$ cat config.mk
export PLATFORM = sky130hd
export DESIGN_NAME = xor32_descrambler_flat
export DESIGN_NICKNAME = d
export VERILOG_FILES = /design/src/rtl/xor32_descrambler_pkg.sv /design/src/rtl/xor32_descrambler_if.sv /design/src/rtl/xor32_descrambler_lfsr32_step.sv /design/src/rtl/xor32_descrambler.sv /design/src/flat_wrapper.sv
export SDC_FILE = /design/constraint.sdc
export NUM_CORES = 1
export LEC_CHECK = 0
export ABC_AREA = 1
export BUFFER_PORTS_ARGS = -buffer_cell sky130_fd_sc_hd__buf_2
export CAP_MARGIN = 10
export CORE_UTILIZATION = 54
export DETAILED_ROUTE_END_ITERATION = 10
export HOLD_SLACK_MARGIN = 0.15
export PLACE_DENSITY = 0.86
export SYNTH_ARGS = -nofsm -noshare
export SYNTH_HDL_FRONTEND = slang
export SYNTH_SLANG_ARGS = --single-unit
$ cat constraint.sdc
create_clock -name clk -period 1.8 [get_ports clk]
set_input_delay 0.27 -clock clk [delete_from_list [all_inputs] [get_ports clk]]
set_output_delay 0.27 -clock clk [all_outputs]
set_load 0.02 [all_outputs]
$ cat src/rtl/xor32_descrambler_pkg.sv
// Shared constants and state type for the XOR32 descrambler and its transmit-side scrambler twin.
package xor32_descrambler_pkg;

  localparam int          WORD_W            = 32;
  localparam int          CNT_W             = 16;
  localparam logic [31:0] LFSR_POLY         = 32'h04C11DB7;
  localparam logic [31:0] LFSR_SEED_DEFAULT = 32'hFFFFFFFF;

  typedef enum logic {
    ST_RUN    = 1'b0,
    ST_RESEED = 1'b1
  } ds_state_e;

endpackage

$ cat src/rtl/xor32_descrambler_if.sv
// Valid/ready stream bundle: scrambled words in, descrambled words out.
interface xor32_descrambler_if #(
  parameter int WIDTH = xor32_descrambler_pkg::WORD_W
);

  logic             in_valid;
  logic             in_ready;
  logic [WIDTH-1:0] in_data;
  logic             out_valid;
  logic             out_ready;
  logic [WIDTH-1:0] out_data;

  modport master (
    output in_valid, in_data, out_ready,
    input  in_ready, out_valid, out_data
  );

  modport slave (
    input  in_valid, in_data, out_ready,
    output in_ready, out_valid, out_data
  );

endinterface

$ cat src/rtl/xor32_descrambler_lfsr32_step.sv
// One Galois LFSR step plus the keystream XOR mask; shared with the transmit-side scrambler.
module lfsr32_step
  import xor32_descrambler_pkg::*;
#(
  parameter int               WIDTH = WORD_W,
  parameter logic [WIDTH-1:0] POLY  = LFSR_POLY
) (
  input  logic [WIDTH-1:0] ks,
  input  logic [WIDTH-1:0] data,
  output logic [WIDTH-1:0] ks_next,
  output logic [WIDTH-1:0] data_masked
);

  assign ks_next     = {ks[WIDTH-2:0], 1'b0} ^ (ks[WIDTH-1] ? POLY : '0);
  assign data_masked = data ^ ks;

endmodule

$ cat src/rtl/xor32_descrambler.sv
// Streaming additive descrambler: XORs each accepted word with a Galois LFSR keystream,
// one registered output stage, reseedable at any time, saturating delivered-word counter.
module xor32_descrambler
  import xor32_descrambler_pkg::*;
#(
  parameter int               WIDTH        = WORD_W,
  parameter logic [WIDTH-1:0] POLY         = LFSR_POLY,
  parameter logic [WIDTH-1:0] SEED_DEFAULT = LFSR_SEED_DEFAULT
) (
  input  logic                 clk,
  input  logic                 rst_n,
  input  logic                 seed_load,
  input  logic [WIDTH-1:0]     seed,
  xor32_descrambler_if.slave   bus,
  output logic [CNT_W-1:0]     word_count
);

  ds_state_e        state;
  logic [WIDTH-1:0] ks;
  logic [WIDTH-1:0] ks_next;
  logic [WIDTH-1:0] masked_p0;
  logic [WIDTH-1:0] data_p1;
  logic             vld_p1;
  logic             in_hs;
  logic             out_hs;

  // A zero seed would lock the LFSR at zero, so it falls back to the default.
  function automatic logic [WIDTH-1:0] seed_pick(input logic [WIDTH-1:0] s);
    return (s == '0) ? SEED_DEFAULT : s;
  endfunction

  function automatic logic [CNT_W-1:0] sat_inc(input logic [CNT_W-1:0] v);
    return (v == '1) ? v : v + 1'b1;
  endfunction

  lfsr32_step #(
    .WIDTH (WIDTH),
    .POLY  (POLY)
  ) u_step (
    .ks          (ks),
    .data        (bus.in_data),
    .ks_next     (ks_next),
    .data_masked (masked_p0)
  );

  assign bus.in_ready  = (state == ST_RUN) && !seed_load && (!vld_p1 || bus.out_ready);
  assign in_hs         = bus.in_valid && bus.in_ready;
  assign out_hs        = vld_p1 && bus.out_ready;
  assign bus.out_valid = vld_p1;
  assign bus.out_data  = data_p1;

  // Stage p0 -> p1: mask with the current keystream and register the result.
  always_ff @(posedge clk or negedge rst_n) begin
    if (!rst_n) begin
      state      <= ST_RUN;
      ks         <= SEED_DEFAULT;
      vld_p1     <= 1'b0;
      data_p1    <= '0;
      word_count <= '0;
    end else begin
      case (state)
        ST_RUN:    state <= seed_load ? ST_RESEED : ST_RUN;
        ST_RESEED: state <= seed_load ? ST_RESEED : ST_RUN;
        default:   state <= ST_RUN;
      endcase

      if (seed_load) begin
        ks <= seed_pick(seed);
      end else if (in_hs) begin
        ks <= ks_next;
      end

      if (in_hs) begin
        data_p1 <= masked_p0;
        vld_p1  <= 1'b1;
      end else if (out_hs) begin
        vld_p1  <= 1'b0;
      end

      if (seed_load) begin
        word_count <= '0;
      end else if (out_hs) begin
        word_count <= sat_inc(word_count);
      end
    end
  end

endmodule

$ cat src/flat_wrapper.sv
// flat-port wrapper written by rule: the top's interface ports become plain ports
module xor32_descrambler_flat import xor32_descrambler_pkg::*;
#(
  parameter int               WIDTH        = WORD_W,
  parameter logic [WIDTH-1:0] POLY         = LFSR_POLY,
  parameter logic [WIDTH-1:0] SEED_DEFAULT = LFSR_SEED_DEFAULT
)
  (clk, rst_n, seed_load, seed, word_count, bus_in_valid, bus_in_data, bus_out_ready, bus_in_ready, bus_out_valid, bus_out_data);
  xor32_descrambler_if #(.WIDTH(WIDTH)) bus_i ();
  input  logic clk;
  input  logic rst_n;
  input  logic seed_load;
  input  logic [WIDTH-1:0] seed;
  output logic [CNT_W-1:0] word_count;
  input wire logic [$bits(bus_i.in_valid)-1:0] bus_in_valid;
  input wire logic [$bits(bus_i.in_data)-1:0] bus_in_data;
  input wire logic [$bits(bus_i.out_ready)-1:0] bus_out_ready;
  output wire logic [$bits(bus_i.in_ready)-1:0] bus_in_ready;
  output wire logic [$bits(bus_i.out_valid)-1:0] bus_out_valid;
  output wire logic [$bits(bus_i.out_data)-1:0] bus_out_data;
  assign bus_i.in_valid = bus_in_valid;
  assign bus_i.in_data = bus_in_data;
  assign bus_i.out_ready = bus_out_ready;
  assign bus_in_ready = bus_i.in_ready;
  assign bus_out_valid = bus_i.out_valid;
  assign bus_out_data = bus_i.out_data;
  xor32_descrambler #(.WIDTH(WIDTH), .POLY(POLY), .SEED_DEFAULT(SEED_DEFAULT)) u_core (.clk(clk), .rst_n(rst_n), .seed_load(seed_load), .seed(seed), .bus(bus_i), .word_count(word_count));
endmodule
Yosys cells after proc, flatten, opt, wreduce, memory -nomap -nowiden --
Cells that the tools add are included.
Cells by class: mux-type cells 10, bitwise logic cells 3, $add $sub $neg 1, equality and inequality tests 2, reduce and logical (&&, ||, !) cells 12
Operators by type and width (count):
- $mux 32 | 3
- $xor 32x32->32 | 2
- $mux 16 | 3
- $logic_not 32->1 | 1
- $mux 27 | 1
- $add 16x1->16 const B | 1
- $eq 16x16->1 const B | 1
- $reduce_bool 2->1 | 3
- $logic_and 1x1->1 | 4
- $mux 1 | 3
- $logic_not 1->1 | 2
- $ne 2x2->1 const B | 1
- $reduce_and 2->1 | 1
- $logic_or 1x1->1 | 1
- $not 1->1 | 1
Storage, ports and cells: flip-flop bits (word level) 82, word-level logic and storage cells 33, output and inout bits 50, bits of input ports 69

Longest topological paths before layout --
depth after elaboration 6, gate-level depth with buffers 10, gate-level depth less buffers 9

Modules after synthesis --
A second synthesis with hierarchy kept.
Second synthesis, totals: cells, all modules 771, area, all modules 5363.9 um2
Modules (own cells, without submodules):
- xor32_descrambler | area an instance 4455.5 um2, cells each 551, sequential area each 2092.0 um2, instances 1
- lfsr32_step | area an instance 908.4 um2, cells each 220, sequential area each 0.0 um2, instances 1

Worst setup path after synthesis --
No wires, ideal clock.
path type reg-to-reg, start point register u_core.word_count[1], end point register u_core.word_count[2], arrival time 1588 ps, library setup time 74 ps, clock period less this slack 1662 ps, buffers on the path 1, cell stages (with the launch flop) 11, required time 1726 ps, path slack 138 ps, path through dfrtp_1 > ha_1 > nand2_2 > nor2_4 > nand2_4 > nor2_4 > nand2_4 > nand2_8 > buf_12 > nand2_1 > o21ai_2
On the way: longest elaborated chain between the ends 4, elaborated cells between the ends (all ways) 7, those cells by class 1 x add/sub; 2 x eq/ne; 3 x mux; 1 x reduce/logical
Ends and longest elaborated chain:
- start, declared | line xor32_descrambler.sv:15 | output logic [CNT_W-1:0] word_count
- start signal, assigned | line xor32_descrambler.sv:83 | word_count <= sat_inc(word_count);
- $add 16x1->16 | line xor32_descrambler.sv:33 | return (v == '1) ? v : v + 1'b1;
- $mux 16 | line xor32_descrambler.sv:33
- $mux 16 | line xor32_descrambler.sv:82 | end else if (out_hs) begin
- $mux 16 | line xor32_descrambler.sv:80 | if (seed_load) begin
Several ways; a longest one is shown, not always the timed one. The select of a mux whose other input is x is not followed. A chain may end at the register's enable or synchronous reset.

Worst setup path in the final report --
start point register u_core.word_count[0], end point register u_core.word_count[3]
Same word-level chain as after synthesis.

==> results.toml <==
[run_status]
run_status = "finished, final reports clean"

[run]
timing.max_cap.violations = 0

[worst_setup_path]
worst-path-buf-inv = 0
setup.worst_path.class = "reg -> reg"
worst_setup_path_end_kind = "flip-flop"
path_cells = "ha_1, nand2_2, nor2_4, nand2_4, nor2_4, o21ai_0, o21ai_0"
crit_fanout = 5
cpMaxStageDelayCell = "dfrtp_1"
kind_of_cell_adding_the_most_delay_to_the_critical_path = "compound AO/OA/AOI/OAI gates"
crit_path_max_incr_delay_ns = 0.44
worst-endpoint-arrival_ns = 1.90
worst-r2r-setup-slack_ns = 0.11
worst_setup_path_start_kind = "flip-flop"
critPathRequiredTime_ns = 2.01

[timing]
setup_viol_count_final = 0
period_needed_ns = 1.689
layout_setup_ws_ns = 0.1109
fmax_mhz = 592.0
max-slew-margin-rel = 0.6450
final-hold-violation-count = 0
worstMarginPinSlew_ns = 0.5325
setup-tns-final_ns = 0
post-route-period-util = 0.9384
clock_tree_skew_after_final_layout_ns = 0.009569
grt_setup_unrepaired = "false"
maxSlewViolCount = 0

[yosys]
seq_area_frac_synth = 0.4328
synth.yosys.warnings = 0
yosys.area.top_type_share = 0.2589
synth_area_um2 = 4833
syn_inst = 629
yosys-top-cells-area = "dfrtp_1 (26%), dfstp_2 (17%), nand2_1 (13%)"
netlist.top_cell.by_area = "dfrtp_1"
avgSynthCellArea_um2 = 7.684
post_synth_num_cell_types = 27
synth_seq_cells = 82
postSynthNetCount = 699

[clocking]
clock_tree_from_tritoncts = "done"
post-cts-setup-buffers = 0
ctsRootBufferMaster = "clkbuf_8"
cts_num_sinks = 82
clockBufferDepth = 2
cts_inserted_buffers = 9
skew_pair_late_insertion_delay_ns = 0.35
clkTransAtPathRegs_ns = 0.09
htreeDepth = 3

[route]
route.detailed.wl_per_inst_um = 13.04
num_vias = 4387
drt_first_pass_iters = 4
drcViolationCount = 0
drt_iter0_drc = 224
drt_wl_total_um = 11020
route.antenna.remaining_nets = 0
via_per_inst = 5.192

[finish]
utilization = 0.6619
finalNonFillerCells = 845
final_cell_mix = "nand2_1 (165), buf_2 (117), o21ai_0 (83), inv_1 (61), nand3_1 (52)"
n_antenna_cell = 0
multi_input_comb_area_um2 = 2321
layout_commonest_cell = "nand2_1"
flow.area_growth_from_synthesis_pct = 18.85
post_route_cells_drive_above_1_share = 0.2687
n_fill_cell = 719
seqCellArea_um2 = 2092
finish.net_count = 802

[placed_design]
place_hpwl_um = 7459
placer_congestion = 0.8444
dp.cells = 827
preCtsSetupSlack_ns = 0.1549
io_buffer_count = 118

[grt]
grt_max_degree = 83
global_route_wire_length_before_repair_um = 18210
grtUsageTotal = 0.2367
via_count_of_the_first_global_routing_pass = 4021
global_route.overflow_total = 0
grt_antenna_before_repair = 0

[power_and_ir_drop]
power.leakage_uw = 0.002758
worst_supply_voltage_drop_on_vdd_v = 0.0004424
power_per_cell_area_nw_per_um2 = 870.5

[die]
row_count = 34
num_io_pins = 119
fp.coreArea_um2 = 8678
initial_core_util = 0.5569
die-width_um = 96.61
die_h_um = 96.61
dieArea_um2 = 9333

[hold_path]
min_path_type = "in -> reg"
## logic make-up after synthesis
family / after synthesis / share of synthesized area
xor+xnor: 38 / 0.06886
compound gates: 140 / 0.1646
fa+ha+maj: 1 / 0.002588
buf+inv: 99 / 0.09034
flops: 82 / 0.4328
simple gates: 269 / 0.2407
## layer usage
layer,global-route usage,wire (µm),part of all wire,up-vias
li1,-,-,-,2218
met1,0.3067,4781,0.43,2008
met2,0.3971,5541,0.50,140
met3,0.03757,492,0.045,21
met4,0.09300,199,0.018,0
met5,0,0,0,-
## path summary, 6_finish.rpt
check / startpoint / endpoint / cells past startpoint
max: u_core.word_count[0]$_DFFE_PN0P_ / u_core.word_count[3]$_DFFE_PN0P_ / 7
min: bus_in_data[12] / u_core.bus.out_data[12]$_DFFE_PN0P_ / 3
max reg2reg: u_core.word_count[0]$_DFFE_PN0P_ / u_core.word_count[3]$_DFFE_PN0P_ / 7
min reg2reg: u_core.bus.out_data[13]$_DFFE_PN0P_ / u_core.bus.out_data[13]$_DFFE_PN0P_ / 2
max in group asynchronous: rst_n / u_core.ks[21]$_DFFE_PN1P_ / 3
min in group asynchronous: rst_n / u_core.word_count[11]$_DFFE_PN0P_ / 3
## where the power goes
part | internal [µW] | leakage, µW | switching [µW]
Clock | 821 | 0.000103 | 669
Sequential | 2160 | 0.000982 | 209
Combinational | 459 | 0.00167 | 685
Total | 3440 | 0.00276 | 1560
## cell type report
type / instances / area share
multi-input cells: 448 / 0.4041
flip-flops and latches: 82 / 0.3642
repair buffers: 129 / 0.1294
inverters: 62 / 0.04051
clock buffers: 12 / 0.02527
well taps: 108 / 0.02352
clock inverters: 4 / 0.01307
## worst register-to-register path, stage by stage (launching register included)
cell and delay [ns]:
dfrtp_1 0.44, ha_1 0.26, nand2_2 0.12, nor2_4 0.06, nand2_4 0.09, nor2_4 0.05, o21ai_0 0.40, o21ai_0 0.14
## flip-flops by register name, summed over array words and instances, names as in the netlist
| name | cells |
|---|---|
| u_core.state | 1 |
| u_core.bus.out_data | 32 |
| u_core.bus.out_valid | 1 |
| u_core.ks | 32 |
| u_core.word_count | 16 |
## cell usage after synthesis (all sizes together)
cell type,instances
nand3b,2
a21oi,13
dfstp,32
xor2,5
nor2,38
xnor2,33
clkbuf,19
o21ai,107
nand4,4
buf,18
dfrtp,50
ha,1
nand3,52
o21bai,20
nand2,173
inv,62
## timing repair
action,CTS,global route
hold endpoints to repair,51,0
hold buffers,2,0
gates resized for setup,0,1
endpoints found under the setup margin,0,1
## through the flow
step           hold WS [ns]  total power [µW]  area, µm²
2_1_floorplan      -0.02559              3109       4833
3_3_place_gp         0.3282              3487       5495
3_5_place_dp         0.3347              3541       5495
4_1_cts              0.1999              5033       5736
5_1_grt              0.2134              5259       5744
6_report             0.2093              5000       5744
Note: power is estimated with default switching activity, not from simulation.
